<file path="src/rtl/bus_pkg.sv">
// Shared types and defaults for the Simple-RISC data-bus arbiter.
package bus_pkg;

  typedef enum logic [1:0] {
    IDLE  = 2'd0,
    GRANT = 2'd1,
    TURN  = 2'd2
  } state_t;

  localparam int unsigned DEF_NREQ    = 4;
  localparam int unsigned DEF_TIMEOUT = 16;

endpackage

</file>
<file path="src/rtl/bus_arbiter_rr_pick.sv">
// Combinational round-robin picker: first set req bit searching cyclically from last+1.
module rr_pick
  import bus_pkg::*;
#(
  parameter int unsigned NREQ = DEF_NREQ,
  parameter int unsigned OW   = $clog2(NREQ)
) (
  input  logic [NREQ-1:0] req,
  input  logic [OW-1:0]   last,
  output logic [NREQ-1:0] win_c,
  output logic [OW-1:0]   idx_c,
  output logic            any_c
);

  logic [OW-1:0] cand;
  logic          found;

  // Walk the ring starting just after the previous owner; the first hit wins.
  always_comb begin
    win_c = '0;
    idx_c = '0;
    cand  = '0;
    found = 1'b0;
    for (int i = 1; i <= int'(NREQ); i++) begin
      cand = OW'((int'(last) + i) % int'(NREQ));
      if (!found && req[cand]) begin
        found       = 1'b1;
        win_c[cand] = 1'b1;
        idx_c       = cand;
      end
    end
    any_c = found;
  end

endmodule

</file>
<file path="src/rtl/bus_arbiter.sv">
// Round-robin arbiter producing tri-state enables for the shared data bus.
// One dead (turnaround) cycle separates consecutive owners.
// Optional forced release after TIMEOUT grant cycles: define BUS_ARBITER_TIMEOUT_EN.
module bus_arbiter
  import bus_pkg::*;
#(
  parameter int unsigned NREQ    = DEF_NREQ,
  parameter int unsigned OW      = $clog2(NREQ),
  parameter int unsigned TIMEOUT = DEF_TIMEOUT
) (
  input  logic            clk,
  input  logic            rst,
  input  logic [NREQ-1:0] req,
  output logic [NREQ-1:0] grant,
  output logic            bus_en,
  output logic [OW-1:0]   owner,
  output logic            timeout
);

  localparam bit PARAM_OK = (NREQ >= 2) && (TIMEOUT >= 2);

  state_t          state;
  logic [OW-1:0]   last;
  logic [NREQ-1:0] pick_win;
  logic [OW-1:0]   pick_idx;
  logic            pick_any;

`ifdef BUS_ARBITER_TIMEOUT_EN
  localparam int unsigned CW = $clog2(TIMEOUT);
  logic [CW-1:0] cnt;
`else
  assign timeout = 1'b0;
`endif

  rr_pick #(
    .NREQ (NREQ),
    .OW   (OW)
  ) u_pick (
    .req   (req),
    .last  (last),
    .win_c (pick_win),
    .idx_c (pick_idx),
    .any_c (pick_any)
  );

  // Arbitration FSM; grant, bus_en and owner all change together on the edge.
  always_ff @(posedge clk or posedge rst) begin
    if (rst) begin
      state  <= IDLE;
      last   <= OW'(NREQ - 1);
      grant  <= '0;
      bus_en <= 1'b0;
      owner  <= '0;
`ifdef BUS_ARBITER_TIMEOUT_EN
      cnt     <= '0;
      timeout <= 1'b0;
`endif
    end else begin
`ifdef BUS_ARBITER_TIMEOUT_EN
      timeout <= 1'b0;
`endif
      case (state)
        GRANT: begin
          if (!req[owner]) begin
            grant  <= '0;
            bus_en <= 1'b0;
            owner  <= '0;
            last   <= owner;
            state  <= TURN;
          end
`ifdef BUS_ARBITER_TIMEOUT_EN
          else if (cnt == CW'(TIMEOUT - 1)) begin
            grant   <= '0;
            bus_en  <= 1'b0;
            owner   <= '0;
            last    <= owner;
            timeout <= 1'b1;
            state   <= TURN;
          end else begin
            cnt <= cnt + CW'(1);
          end
`endif
        end
        default: begin
          // IDLE and TURN arbitrate identically.
          if (pick_any) begin
            grant  <= pick_win;
            bus_en <= 1'b1;
            owner  <= pick_idx;
            state  <= GRANT;
`ifdef BUS_ARBITER_TIMEOUT_EN
            cnt <= '0;
`endif
          end else begin
            grant  <= '0;
            bus_en <= 1'b0;
            owner  <= '0;
            state  <= IDLE;
          end
        end
      endcase
    end
  end

  // Buffers must never contend: at most one enable, and bus_en mirrors grant.
  a_onehot : assert property (@(posedge clk) disable iff (rst)
    PARAM_OK && $onehot0(grant) && (bus_en == (|grant)));

endmodule

</file>
<file path="config.mk">
export PLATFORM = sky130hd
export DESIGN_NAME = bus_arbiter
export DESIGN_NICKNAME = d
export VERILOG_FILES = /design/src/rtl/bus_pkg.sv /design/src/rtl/bus_arbiter_rr_pick.sv /design/src/rtl/bus_arbiter.sv
export SDC_FILE = /design/constraint.sdc
export NUM_CORES = 1
export LEC_CHECK = 0
export ABC_AREA = 1
export CORE_MARGIN = 2
export CORE_UTILIZATION = 30
export DETAILED_ROUTE_END_ITERATION = 10
export PLACE_DENSITY = 0.53
export SYNTH_ARGS = -nofsm -noshare
export SYNTH_HDL_FRONTEND = slang
export SYNTH_HIERARCHICAL = 1
export SYNTH_SLANG_ARGS = --single-unit
</file>
<file path="constraint.sdc">
create_clock -name clk -period 2.3 [get_ports clk]
set_input_delay 0.575 -clock clk [delete_from_list [all_inputs] [get_ports clk]]
set_output_delay 0.575 -clock clk [all_outputs]
set_load 0.01 [all_outputs]
</file>
* Word level (Yosys, flattened, before mapping)
Index checks and enable logic that the tools add are counted.
** Storage, ports and cells
- Memory bits (writable) :: 0
- Latch bits :: 0
- Logic and storage cells :: 77
- Output and inout bits :: 8
- Bits in read-only memories :: 0
- Flip-flop bits (word level) :: 11
- Memories kept :: 0
** Cells by class
- $add $sub $neg :: 4
- Magnitude comparators :: 9
- Multiplexer cells :: 42
- Equality and inequality tests :: 2
- Bitwise logic cells :: 4
- Multipliers :: 0
- Shifts and indexed selects :: 0
- Divide/modulo/power cells :: 0
- Reduce and logical (&&, ||, !) cells :: 11
** Operator list (number)
- $mux 4 :: 7
- $mux 2 :: 9
- $mux 1 :: 17
- $lt 2x3->1 const B :: 5
- $or 4x4->4 :: 3
- $bmux 1 s2 :: 5
- $demux 1 s2 :: 4
- $ge 2x1->1 const B :: 4
- $logic_and 1x1->1 :: 7
- $add 2x1->2 const B :: 2
- $add 2x2->2 const B :: 2
- $logic_not 1->1 :: 3
- $eq 2x1->1 const B :: 1
- $ne 2x2->1 const B :: 1
- $reduce_and 2->1 :: 1
- $not 1->1 :: 1

* Longest topological paths before layout
- Word-level depth :: 15
- Gate-level depth with buffers :: 11
- Depth with buffers taken out :: 11

* Cells and area by module
The synthesis kept the hierarchy.
** Modules (own cells, without submodules)
- bus_arbiter :: seq. area each 252.7 sq um, area an instance 495.5 sq um, cells an instance 54, times used 1
- rr_pick :: seq. area each 0.0 sq um, area an instance 457.9 sq um, cells an instance 74, times used 1

* Least setup slack after synthesis
No wires, ideal clock.
- Path kind :: flip-flop to flip-flop
- From :: register last[0]
- To :: register owner[0]
- Cell stages (with the launch flop) :: 12
- Arrival :: 1.641 ns
- Slack :: 0.540 ns
- Path buffers :: 0
- Cells stage by stage :: dfstp_2 inv_2 ha_1 inv_1 nand2_2 nand2_2 inv_2 nand2_1 nor2_1 a21oi_2 nand2_1 nand2_1
** Between the ends
- Longest elaborated chain between the ends :: 15
** Ends and longest elaborated chain
- start: declaration :: RTL line bus_arbiter.sv:23 : logic [OW-1:0] last;
- start signal: assignment :: RTL line bus_arbiter.sv:50 : last <= OW'(NREQ - 1);
- start signal: assignment :: RTL line bus_arbiter.sv:68 : last <= owner;
- $add 2x1->2 :: RTL line bus_arbiter_rr_pick.sv:25 : cand = OW'((int'(last) + i) % int'(NREQ));
- $bmux 1 s2 :: RTL line bus_arbiter_rr_pick.sv:26 : if (!found && req[cand]) begin
- $mux 1 (not written as such) :: RTL line bus_arbiter_rr_pick.sv:26
- $mux 1 :: RTL line bus_arbiter_rr_pick.sv:26
- $logic_not 1->1 :: RTL line bus_arbiter_rr_pick.sv:26
- $logic_and 1x1->1 :: RTL line bus_arbiter_rr_pick.sv:26
- $mux 1 :: RTL line bus_arbiter_rr_pick.sv:26
- $logic_not 1->1 :: RTL line bus_arbiter_rr_pick.sv:26
- $logic_and 1x1->1 :: RTL line bus_arbiter_rr_pick.sv:26
- $mux 1 :: RTL line bus_arbiter_rr_pick.sv:26
- $logic_not 1->1 :: RTL line bus_arbiter_rr_pick.sv:26
- $logic_and 1x1->1 :: RTL line bus_arbiter_rr_pick.sv:26
- $mux 2 (*) :: RTL line bus_arbiter_rr_pick.sv:26
- named net pick_idx[0] :: RTL line bus_arbiter.sv:25 : logic [OW-1:0] pick_idx;
- $mux 2 (*) :: RTL line bus_arbiter.sv:86 : if (pick_any) begin
- $mux 2 (*) :: RTL line bus_arbiter.sv:62 : case (state)
- end signal: assignment :: RTL line bus_arbiter.sv:89 : owner <= pick_idx;
- end: declaration :: RTL line bus_arbiter.sv:16 : output logic [OW-1:0] owner,
Mark *: on every way through the listed nets, which the timed path passes. The rest lies on a longest branch. The select of a mux whose other input is x is not followed.
A chain may end at the register's enable or synchronous reset.

* Worst setup path after layout
- From :: register last[1]
- To :: register grant[3]
** Between the ends
- Longest elaborated chain between the ends :: 15
** Ends and longest elaborated chain
- branches (longest 12 deep; another with $lt 2x3->1)
- $mux 4 (*) :: RTL line bus_arbiter_rr_pick.sv:26
- named net pick_win[3] :: RTL line bus_arbiter.sv:24 : logic [NREQ-1:0] pick_win;
- $mux 4 (*) :: RTL line bus_arbiter.sv:86
- $mux 4 (*) :: RTL line bus_arbiter.sv:62
- end signal: assignment :: RTL line bus_arbiter.sv:87 : grant <= pick_win;
- end: declaration :: RTL line bus_arbiter.sv:14 : output logic [NREQ-1:0] grant,
Mark *: on every way through the listed nets, which the timed path passes. The select of a mux whose other input is x is not followed.

==> run_results.csv <==
group,metric,value,unit
run_status,status,"finished, final reports clean",
final_layout,multi_input_area,630.6,um^2
setup_path,slowest_delay,530,ps
synthesis,synth-simple-area-share,47.90,%
floorplanning,rows,20,
synthesis,synth-edff-count,0,
clock_network,path_clk_slew,60,ps
synthesis,synthMuxAreaShare,0,%
final_layout,antenna_cells,0,
detailed_routing,wl_met3,47,um
detailed_routing,drc_errors,0,
setup_path,r2r_start,"last[1]$_DFFE_PP1P_",
grt,grt_pass1_vias,846,
pwr,power.total,1.600,mW
floorplanning,fp.dieW,60.38,um
detailed_routing,highest_layer,"met4",
job,maxCapViolations,0,
setup_path,critPathKind,"flip-flop to flip-flop",
place,hpwlAfterDp,1.698,mm
clock_network,ctsResizeCount,0,
detailed_routing,vias,896,
final_layout,seq_area,252.7,um^2
place,io_buffers,12,
clock_network,worstSkewPairLatency,260,ps
synthesis,syn_avg_cell_area,7.449,um^2
grt,grt_max_degree,11,
grt,grt_usage,13.16,%
synthesis,synth_async_sr_flop_share,100.0,%
sta,finalSetupViolCount,0,
sta,period_needed,1889,ps
clock_network,max-clock-path-buffers,2,
synthesis,ys_ff_latch,10,
place,post-place-ws,203.1,ps
detailed_routing,met1_length,1.023,mm
final_layout,final_area,0.001172,mm^2
place,placed_area,0.001136,mm^2
final_layout,area_growth,22.97,%
final_layout,final_common_cell,"nand2_1",
clock_network,cts.sinks,10,
floorplanning,die_area,0.003645,mm^2
detailed_routing,routed_wl,2.076,mm
synthesis,synth_top_family_by_area,"simple AND/OR/NAND/NOR gates",
detailed_routing,first_pass_iters,4,
synthesis,yosysSeqAreaShare,26.51,%
floorplanning,start_util,31.49,%
synthesis,synth_ff_type,"dfrtp_1",
setup_path,critPathCaptureType,"flip-flop",
grt,grt_antenna_before_repair,0,
sta,fmax,529.3,MHz
clock_network,post_cts_buffers,0,
clock_network,cts_max_level,1,
synthesis,syn_area,953.4,um^2
worst_hold_path,worstHoldStart,"grant[2]$_DFFE_PP0P_",
clock_network,root_buffer,"clkbuf_4",
floorplanning,boundaryPins,14,
setup_path,crit_family,"flip-flops",
detailed_routing,via_per_inst,4.741,
synthesis,synthCells,128,
setup_path,path_cells,"inv_1 -> ha_1 -> inv_1 -> nand2_2 -> nand2_2 -> nor2_2 -> a21oi_1 -> nand3_1 -> nand2_1 -> nand2_1",
sta,drv_slew,0,
final_layout,layout_common_cells,"nand2_1, nand3_1, nand4_1, clkdlybuf4s50_1, inv_1",
setup_path,crit_fanout,7,
detailed_routing,drtIter0Drc,29,
sta,min_period_over_period,82.14,%
sta,grt_setup_unrepaired,"no",
floorplanning,coreArea,0.003028,mm^2
final_layout,fill_cells,315,
setup_path,start_kind,"flip-flop",
worst_hold_path,hp-class,"flip-flop to flip-flop",
clock_network,hold_buffers,0,
pwr,vdd_drop_max,0.3623,mV
pwr,powerDensity,1365,mW/mm^2
place,place.gp.congestion,0.8364,
final_layout,drive_above_1_share,21.38,%
detailed_routing,drtAntennaViolNets,0,
setup_path,cp.arrival,2040,ps
grt,grt_pass1_wl,3.726,mm
pwr,p_leak,0.5892,nW
setup_path,worst_ep_required_time,2450,ps
synthesis,ys_types,24,
clock_network,cts_tree,"done",
grt,overflow,0,
synthesis,synth_fa_ha_area_share,10.50,%
synthesis,yosysWarnings,6,
sta,setup_ws,410.7,ps
sta,final.setup.tns,0,ps
sta,finalClockSkew,2.232,ps
synthesis,syn_nets,142,
setup_path,critPathLaunch,"last[1]$_DFFE_PP1P_",
setup_path,crit_slowest_cell,"dfstp_2",
setup_path,crit_buf_inv,2,
synthesis,synth_compound_area_share,7.349,%
synthesis,synth-xor-area-share,0,%
floorplanning,die_h,60.38,um
clock_network,cts_buffers,3,
sta,hold_viol_final,0,
detailed_routing,routedWlPerCell,10.98,um
detailed_routing,wl_met2,995,um
final_layout,final_nets,160,
[area by class of cell]
type                    count  share of cell area (%)
multi-input cells         101                   53.79
flip-flops and latches     10                   21.56
repair buffers             14                   11.53
inverters                  16                   5.336
well taps                  44                   4.696
clock buffers               4                   3.095
[Yosys cell counts, types with 2 or more instances]
library cell,instances,share of area (%)
nor2_1,2,0.79
inv_2,4,1.6
inv_1,11,4.3
nand2_2,7,4.6
a21boi_0,4,3.1
ha_1,8,10
nand3_4,2,3.7
nand2_1,34,13
nand4_1,12,7.9
nor2_2,2,1.3
dfrtp_1,8,21
nand3_1,16,8.4
dfstp_2,2,5.5
a21oi_1,4,2.1
nand2_4,3,3.5
[tightest hold or removal path: cells and delay by family, from the launching register on]
| family | cells | cell delay [ps] |
|---|---|---|
| DFF | 1 | 350 |
| and+or+nand+nor | 2 | 150 |
[path summary, 6_finish.rpt]
check,slack (ps),depth (start not counted),endpoint
min reg2reg,530,2,grant[2]$_DFFE_PP0P_
min,530,2,grant[2]$_DFFE_PP0P_
max,410,10,grant[3]$_DFFE_PP0P_
max in group asynchronous,1410,2,last[0]$_DFFE_PP1P_
max reg2reg,410,10,grant[3]$_DFFE_PP0P_
min in group asynchronous,590,2,owner[0]$_DFFE_PP0P_
[power breakdown]
group          internal [mW]  total [mW]  switching (mW)
clock                 0.0959       0.152          0.0565
sequential             0.260       0.321          0.0614
combinational          0.411        1.13           0.716
total                  0.766        1.60           0.834
[per-stage QoR]
| step | utilization (%) | hold slack (ps) | instances |
|---|---|---|---|
| global route | 38.72 | 570.8 | 189 |
| CTS | 38.72 | 535.8 | 189 |
| floorplan | - | 413.7 | 128 |
| detailed placement | 37.52 | 518.8 | 185 |
| finish | 38.72 | 528.6 | 189 |
| global placement | 37.52 | 518.6 | 185 |
[state kept, by name, indices dropped and copies added, names as in the netlist]
| name | cells |
|---|---|
| owner | 2 |
| state | 2 |
| last | 2 |
| grant | 4 |
[logic make-up (layout without fill, tap and decap cells)]
| group | after synthesis | count (layout) |
|---|---|---|
| AND/OR/NAND/NOR | 81 | 81 |
| other | 1 | 1 |
| flip-flops | 10 | 10 |
| adder cells (fa/ha/maj) | 8 | 8 |
| AO/OA/AOI/OAI | 11 | 11 |
| buffers and inverters | 17 | 34 |
[layer usage]
metal	track usage [%]	up-vias
li1	-	458
met1	17.60	420
met2	22.52	16
met3	1.279	2
met4	3.810	0
met5	0	-
(Power assumes the default switching activity.)
==> RTL change (same flow settings) <==
The package constant `DEF_NREQ` goes from 4 to 8.
--- a/src/rtl/bus_pkg.sv
+++ b/src/rtl/bus_pkg.sv
@@ -7,7 +7,7 @@
     TURN  = 2'd2
   } state_t;
 
-  localparam int unsigned DEF_NREQ    = 4;
+  localparam int unsigned DEF_NREQ    = 8;
   localparam int unsigned DEF_TIMEOUT = 16;
 
 endpackage
Interface: changed (resized grant, owner and req); port bits go from 14 to 23. No check against the original RTL was run, so the function may have changed too.
==> RTL change against the original RTL <==
- critical path depth up 4
- design area rose to 2.9 times the old value
- setup slack worse by 410 ps
- synthesized area grew 150%
- sequential cell count increased by 6
- sequential power up 59%
- routed wire length rose to 3.8 times the old value
- core utilization rose by 4.9 points
- total power grew to 3.5 times the old value
- count of clock-buffer cells in the layout did not move
==> RTL change: results (changes against the original RTL) <==
Critical path
  – Critical Path AT: 2440 ps (was 2040 ps)
  – Max FO, Critical Path: 6 (was 7)

Logic synthesis
  – Top cells by area, synth: nand3_1, nand2_1, dfrtp_1 (was dfrtp_1, nand2_1, ha_1)
  – Syn_nets: 425 (was 142)
  – Sequential share of the synthesized area: 17.1% (was 26.5%)
  – Netlist cell types: 28 (was 24)

Global routing
  – First-pass GRT wire length: 12.7 mm (was 3.73 mm)
  – Largest net degree at the start of global routing: 19 (was 11)
  – Tot GR Track Use: 17.9% (was 13.2%)
  – Number of global-route vias before repair: 2639 (was 846)

Cells and area
  – Nets: 489 (was 160)
  – Fraction of layout instances using a drive strength above 1: 30.3% (was 21.4%)

Route
  – DR pass1 iterations: 5 (was 4)
  – Wire length on met1: 3.73 mm (was 1.02 mm)
  – Vias/cell: 5.10 (was 4.74)
  – DR WL/cell: 13.6 µm (was 11.0 µm)
  – 1st-iter DRT viols: 224 (was 29)
  – Routed length on met2: 3.74 mm (was 995 µm)
  – Routed wl met3: 254 µm (was 47 µm)

Min path
  – Hold_sp: state[1] (was grant[2])

Status
  – Run status: complete, no violations (unchanged)

Place
  – HPWL reported at the end of detailed placement: 5.78 mm (was 1.70 mm)
  – GPL Wtd Cong: 0.891 (was 0.836)

Clock tree
  – Root Driver: clkbuf_8 (was clkbuf_4)

Pwr
  – Leakage power: 1.70 nW (was 0.589 nW)
  – Max VDD drop: 0.000755 V (was 0.000362 V)
RTL change: cell count changes in the layout (fill, tap and decap cells not counted), sizes merged, moves of 11 or more:
cell	unedited run	this run
nand3	19	100
nand2	44	119
buf	2	64
nor2	6	39
inv	16	45
nor3	0	26
nand4	12	23
RTL change: kinds of logic after synthesis:
logic type	count (synthesis)	synth area share [%]
adders and majority gates	6	3.18
buffers and inverters	72	14.6
AOI/OAI and AO/OA	6	1.86
DFF	16	17.1
and+or+nand+nor	308	63.0
other	1	0.159
RTL change: per-stage QoR:
stage / TNS (ps) / total power, mW / instance area (µm²) / std cells / setup slack (ps)
floorplan: -3920 / 3.36 / 2410 / 409 / -356
detailed placement: -3240 / 4.79 / 2980 / 560 / -286
finish: 0 / 5.67 / 3360 / 574 / 3.99
global route: -908 / 6.16 / 3360 / 574 / -99.2
global placement: -3310 / 4.81 / 2980 / 560 / -292
CTS: 0 / 5.08 / 3050 / 565 / 0.419
RTL change: what timing repair did:
action                                  4_1_cts  5_1_grt
endpoints found under the setup margin       11       11
pin swaps                                     1       21
setup buffers                                 1        8
resized for setup                             1       55
gates cloned                                  0        1
RTL change: worst paths after layout:
| kind | slack, ps | end | cells after the start |
|---|---|---|---|
| worst min register to register | 500 | last[2] | 3 |
| max in group asynchronous | 1220 | state[1] | 2 |
| min in group asynchronous | 690 | grant[4] | 2 |
| worst min-delay path | 500 | last[2] | 3 |
| worst max-delay path | 4 | owner[2] | 14 |
| worst max register to register | 4 | owner[2] | 14 |
RTL change: report_power, final:
group	switching, mW	internal, mW
Combinational	3.00	1.91
Clock	0.101	0.152
Sequential	0.0969	0.412
RTL change: layout make-up:
type,instances,area [µm²],share of cell area [%]
Clock buffer,4,55.1,1.64
Inverter,46,194,5.78
Multi-Input combinational cell,321,1830,54.5
Sequential cell,16,404,12.0
Tap cell,102,128,3.80
Timing Repair Buffer,85,747,22.3
RTL change: metal layers:
metal | GRT usage (%) | vias to the layer above
li1 | - | 1473
met1 | 26.1 | 1364
met2 | 29.0 | 84
met3 | 0.488 | 7
met4 | 4.78 | 0
met5 | 0 | -
RTL change: critical path: stages, from the launching register on:
cell and delay, ps:
dfstp_2 570, inv_4 50, ha_4 340, nand3_2 140, nand3_4 120, nand2_4 80, inv_6 90, nand3_4 90
nor2_4 160, buf_4 130, nand4_1 80, nand3_2 100, nand3_1 100, nand2_1 80, nand2_1 40
